===== config.mk =====
export PLATFORM = sky130hd
export DESIGN_NAME = mips_mem_arbiter
export DESIGN_NICKNAME = d
export VERILOG_FILES = /design/src/rtl/mips_mem_arbiter_pkg.sv /design/src/rtl/mips_mem_arbiter.sv
export SDC_FILE = /design/constraint.sdc
export NUM_CORES = 1
export LEC_CHECK = 0
export ABC_AREA = 1
export ABC_CLOCK_PERIOD_IN_PS = 1900
export CAP_MARGIN = 20
export CELL_PAD_IN_SITES_DETAIL_PLACEMENT = 1
export CELL_PAD_IN_SITES_GLOBAL_PLACEMENT = 1
export CORE_AREA = 2 2 335 337
export CTS_BUF_LIST = sky130_fd_sc_hd__clkbuf_2
export CTS_CLUSTER_DIAMETER = 120
export DETAILED_ROUTE_END_ITERATION = 7
export DIE_AREA = 0 0 337 339
export PLACE_DENSITY_LB_ADDON = 0.15
export SLEW_MARGIN = 15
export SYNTH_ARGS = -nofsm -noshare
export SYNTH_HDL_FRONTEND = slang
export SYNTH_SLANG_ARGS = --single-unit
export TNS_END_PERCENT = 20

===== constraint.sdc =====
create_clock -name clk -period 1.9 [get_ports clk]
set_input_delay 0.475 -clock clk [delete_from_list [all_inputs] [get_ports clk]]
set_output_delay 0.475 -clock clk [all_outputs]
set_load 0.01 [all_outputs]

===== src/rtl/mips_mem_arbiter_pkg.sv =====
// Shared definitions for the I/D-cache memory arbiter.
// Holds the default line address and line data widths, the controller state
// encoding and the codes driven on the grant output.
package mips_mem_arbiter_pkg;

  localparam int ADDR_W_DEF = 28;   // line address, byte address [31:4]
  localparam int DATA_W_DEF = 128;  // one cache line

  typedef enum logic [2:0] {
    ST_IDLE   = 3'd0,
    ST_BUSY_I = 3'd1,
    ST_BUSY_D = 3'd2,
    ST_DONE_I = 3'd3,
    ST_DONE_D = 3'd4
  } state_t;

  localparam logic [1:0] GRANT_NONE = 2'b00;
  localparam logic [1:0] GRANT_I    = 2'b01;
  localparam logic [1:0] GRANT_D    = 2'b10;

endpackage


===== src/rtl/mips_mem_arbiter.sv =====
// Shares the single off-chip memory port between I-cache and D-cache line
// traffic. Round-robin on contention, one transaction in flight, all
// memory-side outputs registered.
//
// Ports
//   clk, rst_n                clock, asynchronous active-low reset
//   I_read/I_write/I_addr/I_wdata   I-cache request (level, held until I_ready)
//   I_ready/I_rdata           I-cache completion pulse and read line
//   D_read/D_write/D_addr/D_wdata   D-cache request (level, held until D_ready)
//   D_ready/D_rdata           D-cache completion pulse and read line
//   mem_read/mem_write        memory strobes, held for the whole transaction
//   mem_addr/mem_wdata        memory line address / write line
//   mem_ready/mem_rdata       memory completion pulse and read line
//   grant                     {D owns, I owns}, 00 when idle
module mips_mem_arbiter
  import mips_mem_arbiter_pkg::*;
#(
  parameter int ADDR_W = ADDR_W_DEF,
  parameter int DATA_W = DATA_W_DEF
) (
  input  logic              clk,
  input  logic              rst_n,
  input  logic              I_read,
  input  logic              I_write,
  input  logic [ADDR_W-1:0] I_addr,
  input  logic [DATA_W-1:0] I_wdata,
  output logic              I_ready,
  output logic [DATA_W-1:0] I_rdata,
  input  logic              D_read,
  input  logic              D_write,
  input  logic [ADDR_W-1:0] D_addr,
  input  logic [DATA_W-1:0] D_wdata,
  output logic              D_ready,
  output logic [DATA_W-1:0] D_rdata,
  output logic              mem_read,
  output logic              mem_write,
  output logic [ADDR_W-1:0] mem_addr,
  output logic [DATA_W-1:0] mem_wdata,
  input  logic              mem_ready,
  input  logic [DATA_W-1:0] mem_rdata,
  output logic [1:0]        grant
);

  state_t              state, state_nxt;
  logic                last_d, last_d_nxt;  // 1: last grant went to D
  logic                mem_read_nxt, mem_write_nxt;
  logic [ADDR_W-1:0]   mem_addr_nxt;
  logic [DATA_W-1:0]   mem_wdata_nxt;
  logic [DATA_W-1:0]   rdata_r, rdata_nxt;
  logic                req_i, req_d, pick_d;

  assign req_i = I_read | I_write;
  assign req_d = D_read | D_write;
  // D wins when it is alone, or on contention when I was served last.
  assign pick_d = req_d & (~req_i | ~last_d);

  always_comb begin
    state_nxt     = state;
    last_d_nxt    = last_d;
    mem_read_nxt  = mem_read;
    mem_write_nxt = mem_write;
    mem_addr_nxt  = mem_addr;
    mem_wdata_nxt = mem_wdata;
    rdata_nxt     = rdata_r;
    case (state)
      ST_IDLE: begin
        if (pick_d) begin
          state_nxt     = ST_BUSY_D;
          last_d_nxt    = 1'b1;
          mem_read_nxt  = D_read;
          mem_write_nxt = D_write;
          mem_addr_nxt  = D_addr;
          mem_wdata_nxt = D_wdata;
        end else if (req_i) begin
          state_nxt     = ST_BUSY_I;
          last_d_nxt    = 1'b0;
          mem_read_nxt  = I_read;
          mem_write_nxt = I_write;
          mem_addr_nxt  = I_addr;
          mem_wdata_nxt = I_wdata;
        end
      end
      // Requester inputs are not looked at here, so a dropped request
      // cannot disturb the memory operation already issued.
      ST_BUSY_I, ST_BUSY_D: begin
        if (mem_ready) begin
          rdata_nxt     = mem_rdata;
          mem_read_nxt  = 1'b0;
          mem_write_nxt = 1'b0;
          state_nxt     = (state == ST_BUSY_I) ? ST_DONE_I : ST_DONE_D;
        end
      end
      // One cycle of ready; the requester drops its level request while it
      // sees the pulse, and IDLE only re-arbitrates on the following cycle.
      ST_DONE_I, ST_DONE_D: state_nxt = ST_IDLE;
      default:              state_nxt = ST_IDLE;
    endcase
  end

  always_ff @(posedge clk or negedge rst_n) begin
    if (!rst_n) begin
      state     <= ST_IDLE;
      last_d    <= 1'b0;
      mem_read  <= 1'b0;
      mem_write <= 1'b0;
      mem_addr  <= '0;
      mem_wdata <= '0;
      rdata_r   <= '0;
    end else begin
      state     <= state_nxt;
      last_d    <= last_d_nxt;
      mem_read  <= mem_read_nxt;
      mem_write <= mem_write_nxt;
      mem_addr  <= mem_addr_nxt;
      mem_wdata <= mem_wdata_nxt;
      rdata_r   <= rdata_nxt;
    end
  end

  always_comb begin
    grant = GRANT_NONE;
    case (state)
      ST_BUSY_I, ST_DONE_I: grant = GRANT_I;
      ST_BUSY_D, ST_DONE_D: grant = GRANT_D;
      default:              grant = GRANT_NONE;
    endcase
  end

  assign I_ready = (state == ST_DONE_I);
  assign D_ready = (state == ST_DONE_D);
  assign I_rdata = rdata_r;
  assign D_rdata = rdata_r;

endmodule


# Word-level counts from Yosys, hierarchy flattened
# Cells that the tools add are included.
# totals
word_cells	48
inputBits	447
output_inout_bits	418
ff_bits	290
# classes
eq_ne	6
n_reduce_logical	10
n_mux	19
bitwise	6
# ops
op	n
$mux 128	2
$mux 28	2
$mux 3	4
$mux 1	7
$eq 3x2->1 const B	2
$pmux 3 s2	1
$reduce_and 2->1	3
$reduce_or 2->1	3
$pmux 1 s2	2
$pmux 2 s2	1
$reduce_bool 2->1	2
$eq 3x1->1 const B	1
$eq 3x3->1 const B	1
$logic_not 3->1	1
$ne 3x3->1 const B	1
$or 1x1->1	3
$reduce_and 3->1	1
$ne 2x2->1 const B	1
$not 1->1	2
$and 1x1->1	1

# Longest topological paths before layout
# logic_depth
depth_word	6
depth_mapped	9
mapped_depth_nobuf	8

# Worst setup path before layout
# OpenSTA, ideal clock, no wires.
# synth_timing
kind	input to register
startpoint	input I_write
endpoint	register mem_wdata[90]
n_path_buf	2
setup_slack_ns	0.466
arrival_ns	1.313
required_ns	1.779
cell_stages	6
setup_time_ns	0.121
cell_sequence	o21ai_2 -> nand2_2 -> buf_2 -> clkbuf_1 -> o21ai_1 -> nand2_1
# synth_between
elab_chain_len	6
word_cells_on_any_way	7
cone_classes	1 x mux; 4 x bitwise; 2 x reduce/logical
# synth_rtl
item	line_no	text
start: declaration	mips_mem_arbiter.sv:24	input logic I_write,
$or 1x1->1 *	mips_mem_arbiter.sv:52	assign req_i = I_read | I_write;
$not 1->1	mips_mem_arbiter.sv:55	assign pick_d = req_d & (~req_i | ~last_d);
$or 1x1->1	mips_mem_arbiter.sv:55	
$and 1x1->1	mips_mem_arbiter.sv:55	
$reduce_bool 2->1 (no line)	n/a	
$reduce_and 2->1 (no line)	n/a	
end signal: assignment	mips_mem_arbiter.sv:115	mem_wdata <= mem_wdata_nxt;
end: declaration	mips_mem_arbiter.sv:38	output logic [DATA_W-1:0] mem_wdata,
# Every way passes the cells marked *; elsewhere a longest branch is shown, timed or not.
# A chain may end at the register's enable or synchronous reset.

# Worst setup path after layout
# layout_timing
startpoint	register state[1]
endpoint	output grant[1]
# layout_between
elab_chain_len	3
word_cells_on_any_way	7
cone_classes	4 x eq/ne; 1 x mux; 2 x reduce/logical
# layout_rtl
item	line_no	text
start: declaration	mips_mem_arbiter.sv:44	state_t state, state_nxt;
start signal: assignment	mips_mem_arbiter.sv:110	state <= state_nxt;
$eq 3x3->1, or another cell as far along	mips_mem_arbiter.sv:122	case (state)
$reduce_or 2->1	mips_mem_arbiter.sv:122	
$pmux 2 s2 *	mips_mem_arbiter.sv:122	
end: declaration	mips_mem_arbiter.sv:41	output logic [1:0] grant
# Marked as above.

==> key figures <==
Outcome
  – Outcome: finished with violations
  – Failing checks: negative setup slack

STA
  – Tightest hold margin: 272.0 ps
  – Min cycle time layout: 2446 ps
  – Slew Limit Headroom: 0.6361
  – Final WS setup: -546.3 ps
  – Highest Clock Rate: 0.4088 GHz
  – Final Hold Viols: 0
  – Skew final: 97.21 ps
  – Final slew viol count: 0
  – Final setup vio count: 446
  – RSZ-0062 raised after global routing: true
  – Final period util: 1.288
  – Worst Tran Pin Value: 545.9 ps

Placement
  – IO Port Bufs: 864
  – Post-DP Area: 24230 µm²
  – HPWL after DPL: 62080 µm
  – Final GP Congestion: 0.7993
  – Pre-CTS WS: -485.6 ps

Synth
  – Synth unique cells: 22
  – Top cell type's share of synthesized area: 0.5174
  – Synth Warn #: 0
  – Syn_area_per_cell: 8.052 µm²
  – Yosys reg bits: 290
  – Synthesized instance count: 1742
  – Post-synthesis sequential area ratio: 0.5174
  – Biggest area consumer among synthesized cells: dfrtp_1
  – Cell Area, Synth: 14030 µm²
  – Syn nets: 2189
  – Area contributors post-synth: dfrtp_1 (52%), nand2_1 (16%), buf_4 (7.0%)

Routing
  – Vias per cell: 3.656
  – Wire per inst: 17.72 µm
  – Vias: 17360
  – Initial DRC count: 427
  – Remaining routing DRC violations: 0
  – DRT Pass-1 Iters: 4
  – Remaining antenna violation count: 0
  – Wirelength, routed: 84130 µm

Hold path
  – HP Class: input pin to register

Global route
  – Global-route usage over all layers: 0.1437
  – Global-route wire length before repair: 122900 µm
  – Number of global-route vias before repair: 19440
  – Largest net degree at the start of global routing: 54
  – GRT overflow: 0
  – Initial antenna violation count: 11

Power and ir drop
  – Final Power: 43.03 mW
  – Leakage power: 14.99 nW
  – Worst vdd ir: 586.7 µV
  – Pwr Density: 1428 nW/µm²

Setup path
  – CP Capture Type: primary output
  – Highest fanout seen on the critical path: 3
  – Crit path kind: register to primary output
  – Worst setup SP type: register
  – Critical Path, Cell by Cell: inv_2 > nand2_4 > o21ai_2 > buf_6
  – Worst Path Arrival: 1970 ps
  – CP max-delay cell: dfrtp_1
  – R2r setup slk: -90 ps
  – CP bufs+invs: 2
  – CP required: 1420 ps
  – Crit path max-delay family: flip-flops
  – Slowest stage delay, CP: 430 ps

Clock network
  – CTS tree: done
  – CTS root buf: clkbuf_2
  – Clk sinks: 290
  – Bufs on Longest Clock Path: 3
  – Clk_lat worst skew: 1170 ps
  – CTS H-tree lvls: 3
  – Clk slew on worst S/H paths: 110 ps
  – Num CTS Buffers: 92

Final layout
  – Area delta synth->final: 114.9%
  – Footprint of the multi-input gates: 4604 µm²
  – Fraction of layout cells with a size suffix above 1: 0.2577
  – Design area: 30140 µm²
  – NumNets Final: 3647
  – FF+latch area: 7281 µm²
  – Fill count: 13120
  – Leading cell type in the layout, fill and taps excluded: nand2_1
  – Most frequent cells in the layout: nand2_1 (586), dlygate4sd3_1 (444), clkdlybuf4s50_1 (444)

Floorplanning
  – DIE AREA: 114200 µm²
  – Area of the core: 110400 µm²
  – Starting Density: 0.1271
  – Die height: 339 µm
  – Die width: 337 µm
  – I/O pin total: 865
  – Standard-cell row count: 122

Run
  – Max cap viols: 0
==> state kept, by name, summed over array words and instances (netlist names) <==
name and cells:
D_rdata 128, last_d 1, mem_addr 28, mem_read 1, mem_wdata 128, mem_write 1, state 3
==> cell type report <==
class	instances	share of cell area
Inverter	164	0.02051
Timing Repair Buffer	1602	0.4969
Clock buffer	129	0.02142
Multi-Input combinational cell	1050	0.1528
Clock inverter	17	0.004359
Tap cell	1488	0.06177
Sequential cell	290	0.2416
Antenna cell	9	0.0007472
==> routing by layer <==
layer	vias to the layer above	share of wire	global-route usage
met3	131	0.072	0.04370
li1	8340	-	-
met4	4	0.028	0.05050
met1	8249	0.40	0.1605
met5	-	0.00027	0
met2	636	0.50	0.2555
==> final timing paths <==
check / depth (start not counted) / start / to
setup reg to reg: 11 / state[1]$_DFFE_PN0P_ / mem_wdata[12]$_DFFE_PN0P_
hold reg to reg: 2 / mem_wdata[20]$_DFFE_PN0P_ / mem_wdata[20]$_DFFE_PN0P_
setup / recovery: 4 / state[1]$_DFFE_PN0P_ / grant[1]
max in group asynchronous: 5 / rst_n / mem_wdata[61]$_DFFE_PN0P_
hold / removal: 6 / I_read / mem_read$_DFFE_PN0P_
min in group asynchronous: 4 / rst_n / mem_wdata[41]$_DFFE_PN0P_
==> cells in the mapped netlist <==
master,count
nand2_1,588
o21ai_2,1
inv_1,161
nor2_4,1
nand3_1,132
nor3_1,1
nand4_1,3
o21ai_0,48
buf_1,12
buf_6,23
nand2_4,1
o21ai_1,112
a21oi_1,156
clkbuf_1,32
buf_4,131
nand3_2,1
dfrtp_1,290
a21boi_0,1
inv_2,3
nor2_1,3
buf_2,40
nand2_2,2
==> worst register-to-register path, delay by kind of cell, from the launching register on <==
kind	cells	cell delay, ps
simple gates	4	480
buf+inv	5	800
flops	1	430
compound gates	2	220
==> kinds of logic after synthesis <==
group | Yosys count | synth area share
flops | 290 | 0.5174
compound gates | 318 | 0.1139
buf+inv | 402 | 0.1585
simple gates | 732 | 0.2102
==> power by group <==
| part | switching, mW | total, mW | leakage, nW | internal, mW |
|---|---|---|---|---|
| registers | 2.46 | 11.8 | 3.52 | 9.32 |
| logic | 13.2 | 26.0 | 10.9 | 12.8 |
| clock network | 3.15 | 5.22 | 0.595 | 2.07 |
==> through the flow <==
stage / cells / setup TNS (ps) / utilization
final: 4749 / -124230 / 0.2731
after global routing: 4748 / -233500 / 0.2731
after CTS: 4702 / -286660 / 0.2741
after detailed placement: 3987 / -58120 / 0.2195
after global placement: 3987 / -57870 / 0.2195
after floorplan: 1742 / 0 / -
==> what timing repair did <==
action,4_1_cts,5_1_grt
resized for setup,917,745
pin swaps,1,1
setup buffers,124,42
hold buffers,445,0
gates cloned,0,0
setup endpoints to repair,418,554
endpoints found under the hold margin,578,0
Note: power is estimated with default switching activity, not from simulation.
